<file path="src/rtl/ps2_pkg.sv">
// Shared types and helpers for the PS/2 device-to-host receive path.
package ps2_pkg;

  typedef enum logic [1:0] {IDLE, DATA, PARITY, STOP} frame_state_t;

  localparam int unsigned FRAME_DATA_BITS = 8;
  localparam int unsigned SYNC_STAGES     = 2;

  // True when data plus parity bit carry an odd number of ones.
  function automatic logic odd_parity_ok(input logic [FRAME_DATA_BITS-1:0] data,
                                         input logic                       parity);
    return ^{data, parity};
  endfunction

endpackage

</file>
<file path="src/rtl/ps2_line_filter.sv">
// PS/2 clock conditioning: synchroniser, level debounce and filtered falling-edge strobe.
module ps2_line_filter
  import ps2_pkg::*;
#(
  parameter int unsigned FILTER_LEN = 8
) (
  input  logic clk,
  input  logic reset,
  input  logic line_in,
  output logic fall
);

  localparam int unsigned CW = $clog2(FILTER_LEN + 1);

  logic [SYNC_STAGES-1:0] sync_q;
  logic [CW-1:0]          cnt;
  logic                   filt;
  logic                   line_s;
  logic                   flip;

  assign line_s = sync_q[SYNC_STAGES-1];
  // cnt holds how many consecutive samples already disagreed; this one is the last needed.
  assign flip   = (line_s != filt) && (cnt == CW'(FILTER_LEN - 1));

  always_ff @(posedge clk or posedge reset) begin
    if (reset) begin
      sync_q <= '1;
      cnt    <= '0;
      filt   <= 1'b1;
      fall   <= 1'b0;
    end else begin
      sync_q <= {sync_q[SYNC_STAGES-2:0], line_in};
      fall   <= flip && !line_s;
      if (flip) begin
        filt <= line_s;
        cnt  <= '0;
      end else if (line_s != filt) begin
        cnt <= cnt + 1'b1;
      end else begin
        cnt <= '0;
      end
    end
  end

endmodule

</file>
<file path="src/rtl/ps2_packet_rx.sv">
// PS/2 receiver: deframes 11-bit frames, assembles packets, valid/ready output with inhibit.
module ps2_packet_rx
  import ps2_pkg::*;
#(
  parameter int unsigned PACKET_BYTES   = 3,
  parameter int unsigned FILTER_LEN     = 8,
  parameter int unsigned TIMEOUT_CYCLES = 100000,
  parameter bit          ALIGN_BIT3     = 1'b1
) (
  input  logic                      clk,
  input  logic                      reset,
  input  logic                      ps2_clk_in,
  input  logic                      ps2_data_in,
  output logic                      ps2_clk_inhibit,
  output logic [8*PACKET_BYTES-1:0] packet_data,
  output logic                      packet_valid,
  input  logic                      packet_ready,
  output logic                      parity_err,
  output logic                      framing_err,
  output logic                      overflow
);

  localparam int unsigned IW = (PACKET_BYTES > 1) ? $clog2(PACKET_BYTES) : 1;
  localparam int unsigned BW = $clog2(FRAME_DATA_BITS);
  localparam int unsigned TW = $clog2(TIMEOUT_CYCLES + 1);

  logic                             fall;
  logic [SYNC_STAGES-1:0]           data_sync;
  logic                             data_s;
  frame_state_t                     state;
  logic [BW-1:0]                    bit_cnt;
  logic [FRAME_DATA_BITS-1:0]       shift_reg;
  logic                             par_ok;
  logic [IW-1:0]                    byte_idx;
  logic [TW-1:0]                    to_cnt;
  logic [PACKET_BYTES-1:0][7:0]     pkt_buf;
  logic [PACKET_BYTES-1:0][7:0]     pkt_full;
  logic busy, timeout_hit, byte_ok, drop, last_slot, complete, valid_next, quiet_next;

  ps2_line_filter #(.FILTER_LEN(FILTER_LEN)) u_clk_filter (
    .clk    (clk),
    .reset  (reset),
    .line_in(ps2_clk_in),
    .fall   (fall)
  );

  assign data_s = data_sync[SYNC_STAGES-1];

  always_comb begin
    busy        = (state != IDLE) || (byte_idx != '0);
    timeout_hit = !fall && busy && (to_cnt == TW'(TIMEOUT_CYCLES - 1));
    byte_ok     = fall && (state == STOP) && data_s && par_ok;
    drop        = ALIGN_BIT3 && (byte_idx == '0) && !shift_reg[3];
    last_slot   = (byte_idx == IW'(PACKET_BYTES - 1));
    complete    = byte_ok && !drop && last_slot;
    pkt_full           = pkt_buf;
    pkt_full[byte_idx] = shift_reg;
    valid_next  = complete || (packet_valid && !packet_ready);
    // Inhibit is registered, so it is derived from where the frame/packet logic lands next.
    quiet_next  = (state == IDLE) && (byte_idx == '0);
    if (timeout_hit) begin
      quiet_next = 1'b1;
    end else if (fall) begin
      case (state)
        IDLE:   quiet_next = data_s && (byte_idx == '0);
        DATA:   quiet_next = 1'b0;
        PARITY: quiet_next = 1'b0;
        STOP:   quiet_next = !byte_ok || drop || last_slot;
      endcase
    end
  end

  always_ff @(posedge clk or posedge reset) begin
    if (reset) begin
      data_sync       <= '1;
      state           <= IDLE;
      bit_cnt         <= '0;
      shift_reg       <= '0;
      par_ok          <= 1'b0;
      byte_idx        <= '0;
      to_cnt          <= '0;
      pkt_buf         <= '0;
      packet_data     <= '0;
      packet_valid    <= 1'b0;
      ps2_clk_inhibit <= 1'b0;
      parity_err      <= 1'b0;
      framing_err     <= 1'b0;
      overflow        <= 1'b0;
    end else begin
      data_sync   <= {data_sync[SYNC_STAGES-2:0], ps2_data_in};
      parity_err  <= 1'b0;
      framing_err <= 1'b0;
      overflow    <= 1'b0;

      if (fall || timeout_hit || !busy) to_cnt <= '0;
      else                              to_cnt <= to_cnt + 1'b1;

      if (timeout_hit) begin
        state       <= IDLE;
        byte_idx    <= '0;
        framing_err <= 1'b1;
      end else if (fall) begin
        case (state)
          IDLE: if (!data_s) begin
            state   <= DATA;
            bit_cnt <= '0;
          end
          DATA: begin
            shift_reg <= {data_s, shift_reg[FRAME_DATA_BITS-1:1]};
            bit_cnt   <= bit_cnt + 1'b1;
            if (bit_cnt == BW'(FRAME_DATA_BITS - 1)) state <= PARITY;
          end
          PARITY: begin
            par_ok <= odd_parity_ok(shift_reg, data_s);
            state  <= STOP;
          end
          STOP: begin
            state <= IDLE;
            if (!byte_ok) begin
              byte_idx    <= '0;
              parity_err  <= !par_ok;
              framing_err <= !data_s;
            end else if (!drop) begin
              if (last_slot) begin
                byte_idx <= '0;
              end else begin
                pkt_buf[byte_idx] <= shift_reg;
                byte_idx          <= byte_idx + 1'b1;
              end
            end
          end
        endcase
      end

      if (complete) begin
        if (!packet_valid || packet_ready) begin
          packet_data  <= pkt_full;
          packet_valid <= 1'b1;
        end else begin
          overflow <= 1'b1;
        end
      end else if (packet_valid && packet_ready) begin
        packet_valid <= 1'b0;
      end

      ps2_clk_inhibit <= valid_next && !packet_ready && quiet_next;
    end
  end

endmodule

</file>
<file path="config.mk">
export PLATFORM = sky130hd
export DESIGN_NAME = ps2_packet_rx
export DESIGN_NICKNAME = d
export VERILOG_FILES = /design/src/rtl/ps2_pkg.sv /design/src/rtl/ps2_line_filter.sv /design/src/rtl/ps2_packet_rx.sv
export SDC_FILE = /design/constraint.sdc
export NUM_CORES = 1
export LEC_CHECK = 0
export CORE_MARGIN = 2
export CORE_UTILIZATION = 35
export CTS_BUF_LIST = sky130_fd_sc_hd__clkbuf_8
export CTS_CLUSTER_SIZE = 28
export DETAILED_ROUTE_END_ITERATION = 10
export PLACE_DENSITY_LB_ADDON = 0.12
export SYNTH_ARGS = -nofsm -noshare
export SYNTH_HDL_FRONTEND = slang
export SYNTH_SLANG_ARGS = --single-unit
</file>
<file path="constraint.sdc">
create_clock -name clk -period 2.5 [get_ports clk]
set_input_delay 0.375 -clock clk [delete_from_list [all_inputs] [get_ports clk]]
set_output_delay 0.375 -clock clk [all_outputs]
set_load 0.02 [all_outputs]
</file>
==> flow_metrics.tcl <==
set metrics [dict create \
    grt_max_degree 89 \
    start_kind "flop" \
    top_register "packet_data" \
    dpl.hpwl_um 4870 \
    wire_per_inst_um 14.9 \
    drv_cap 0 \
    synth.largest_area_cell "dfrtp_1" \
    dieArea_um2 12400 \
    holdPathEnd "data_sync[1]$_DFF_PP1_" \
    worstMarginPinSlew_ps 467 \
    rr_worst_depth 5 \
    cts-htree-levels 3 \
    grt_pass1_vias 2497 \
    drv_slew 0 \
    antenna_found_initial 0 \
    worst_ep_required_time_ps 2810 \
    nets 375 \
    period_share_pct 75.7 \
    ys_seq_elements 88 \
    synth_seq_area_share_pct 54.6 \
    place_congestion 0.752 \
    synthCells 334 \
    synthTopCellsByArea "dfrtp_1 51%, mux2_2 7.0%, mux2i_1 4.2%" \
    drtIter0Drc 74 \
    reg2reg_slack_ps 610 \
    postCtsSetupBuffers 0 \
    drive_gt1_share_pct 18.5 \
    ios 34 \
    period_needed_ps 1890 \
    portBuffers 33 \
    setup_viol 0 \
    placed_area_um2 4500 \
    stdcell_count 510 \
    largest_reg_flops 24 \
    fin_skew_ps 15.3 \
    slew-limit-headroom_pct 68.5 \
    dp_slack_ps 552 \
    synth_top_cell_area_share_pct 51.4 \
    cts_sinks 88 \
    clockRootBuffer "clkbuf_8" \
    coreArea_um2 11400 \
    worstHoldStart "data_sync[0]$_DFF_PP1_" \
    hold_class "reg2reg" \
    multi_input_area_um2 1700 \
    syn_avg_cell_area_um2 12.1 \
    fillers 1126 \
    die_w_um 111 \
    synthArstFlopShare_pct 100 \
    finalHoldViolCount 0 \
    grt_usage_pct 13.4 \
    synth_area_um2 4040 \
    synthFlopType "dfrtp_1" \
    yosys.cell_types.count 57 \
    register_area_um2 2210 \
    r2r_start "state[0]$_DFFE_PP0P_" \
    fin_area_um2 4660 \
    hold_buffers 0 \
    ant_nets 0 \
    status "finished clean" \
    grt_pass1_wl_um 13200 \
    timing.fmax_mhz 528 \
    rsz0062_at_grt "no" \
    start_util_pct 35.6 \
    reg2reg_to "ps2_clk_inhibit$_DFF_PP0_" \
    final.setup.tns_ps 0 \
    synth_edf_count 0 \
    yosys_warnings 0 \
    cp-end-kind "flop" \
    ir_drop_uv 408 \
    path_clk_slew_ps 90 \
    cp_max_fo 10 \
    p_leak_nw 2.16 \
    cts_made_buffers 9 \
    cts_tree "yes" \
    synthToLayoutAreaGrowth_pct 15.3 \
    grt_overflow 0 \
    drc_errors 0 \
    place_inst 494 \
    hold_depth 0 \
    n_antenna_cell 0 \
    clk_latency_ps 370 \
    largestRegisters "packet_data: 24 flops, to_cnt: 17 flops, pkt_buf: 16 flops" \
    finalWorstSetupSlack_ps 608 \
    rows 39 \
    clockBufferDepth 2 \
    synth_nets 347 \
    cp.arrival_ps 2200 \
    crit_type "reg2reg" \
    ctsResizeCount 0 \
    via_per_inst 4.89 \
    firstDrtPassIters 4 \
    power.density_nw_per_um2 527 \
    num_vias 2493 \
    routed_wl_um 7590 \
    die_h_um 111 \
]
-- cells by family (layout without fill, tap and decap cells) --
logic type / Yosys count / after routing / share of synthesized area (%)
and+or+nand+nor: 102 / 102 / 14.4
DFF: 88 / 88 / 54.6
muxes: 50 / 50 / 14.0
AOI/OAI and AO/OA: 38 / 38 / 5.76
buffers and inverters: 25 / 58 / 3.43
xor gates and xnor gates: 23 / 23 / 5.32
adders and majority gates: 8 / 8 / 2.48
-- worst max-delay path by stage --
| stage | start | end | slack, ps | cells past startpoint |
|---|---|---|---|---|
| after global routing | state[0]$_DFFE_PP0P_ | ps2_clk_inhibit$_DFF_PP0_ | 440 | 5 |
| after global placement | packet_ready | packet_data[17]$_DFFE_PP0P_ | 550 | 5 |
| final | state[0]$_DFFE_PP0P_ | ps2_clk_inhibit$_DFF_PP0_ | 610 | 5 |
| after detailed placement | packet_ready | packet_data[17]$_DFFE_PP0P_ | 550 | 5 |
| after CTS | state[0]$_DFFE_PP0P_ | ps2_clk_inhibit$_DFF_PP0_ | 580 | 5 |
| after floorplan | state[0]$_DFFE_PP0P_ | packet_data[16]$_DFFE_PP0P_ | 880 | 6 |
-- layout by cell type, fill, tap and decap left out, drive strengths merged, types with 4 or more instances in the layout --
| cell | n |
|---|---|
| nor2b | 5 |
| buf | 5 |
| nor2 | 39 |
| a21oi | 23 |
| clkbuf | 10 |
| mux2i | 17 |
| xnor2 | 10 |
| and3 | 6 |
| mux2 | 33 |
| clkdlybuf4s50 | 33 |
| and4 | 4 |
| dfrtp | 83 |
| ha | 8 |
| dfstp | 5 |
| nand4 | 4 |
| nand3 | 9 |
| o21ai | 4 |
| xor2 | 12 |
| inv | 6 |
| nand2 | 15 |
-- area by class of cell --
class                      count  share of cell area, %
tap                          143                   3.84
inverter                       4                  0.403
multi-input combinational    221                   36.4
sequential                    88                   47.4
clock inverter                 6                  0.617
timing repair buffer          38                   8.43
clock buffer                  10                   2.95
-- worst max-delay path: stages, from the launching register on --
cell and delay [ps]:
dfrtp_1 430, inv_1 100, ha_1 400, or4bb_1 510, o311ai_0 150, and4b_1 250
-- metal layers --
metal | wire length [um] | GRT usage (%) | part of all wire (%)
met2 | 3390 | 19.8 | 45
met1 | 3800 | 18.6 | 50
met5 | 0 | 0 | 0
met4 | 121 | 4.69 | 1.6
met3 | 281 | 4.57 | 3.7
-- per-stage QoR --
stage	hold slack [ps]	power [mW]	utilization, %
final	345	2.46	41.0
after global routing	346	2.58	41.0
after CTS	344	2.51	41.0
after detailed placement	350	1.62	39.5
after global placement	347	1.61	39.5
after floorplan	345	1.58	-
-- where the power goes --
| group | leakage (nW) | internal (mW) | switching, mW |
|---|---|---|---|
| sequential | 1.21 | 1.46 | 0.0236 |
| combinational | 0.851 | 0.0432 | 0.0589 |
| clock | 0.0958 | 0.374 | 0.496 |
| total | 2.16 | 1.88 | 0.579 |
-- cell usage after synthesis, types with 2 or more instances --
master	n
xnor2_1	10
nand3_1	7
nand4_1	2
inv_1	4
and2_1	2
and4bb_2	2
and4_1	3
mux2i_1	17
and3_1	6
nor3b_1	2
buf_2	6
a31oi_1	2
nor2b_1	5
clkbuf_1	3
dfstp_2	5
xor2_1	12
buf_1	2
ha_1	8
a32oi_1	2
o21ai_0	3
buf_6	2
dfrtp_1	83
nand2_1	14
clkbuf_2	3
mux2_4	7
mux2_2	25
nand2b_1	2
nand4_2	2
a21oi_1	23
buf_4	5
nor2_1	39
Note: power is estimated with default switching activity, not from simulation.
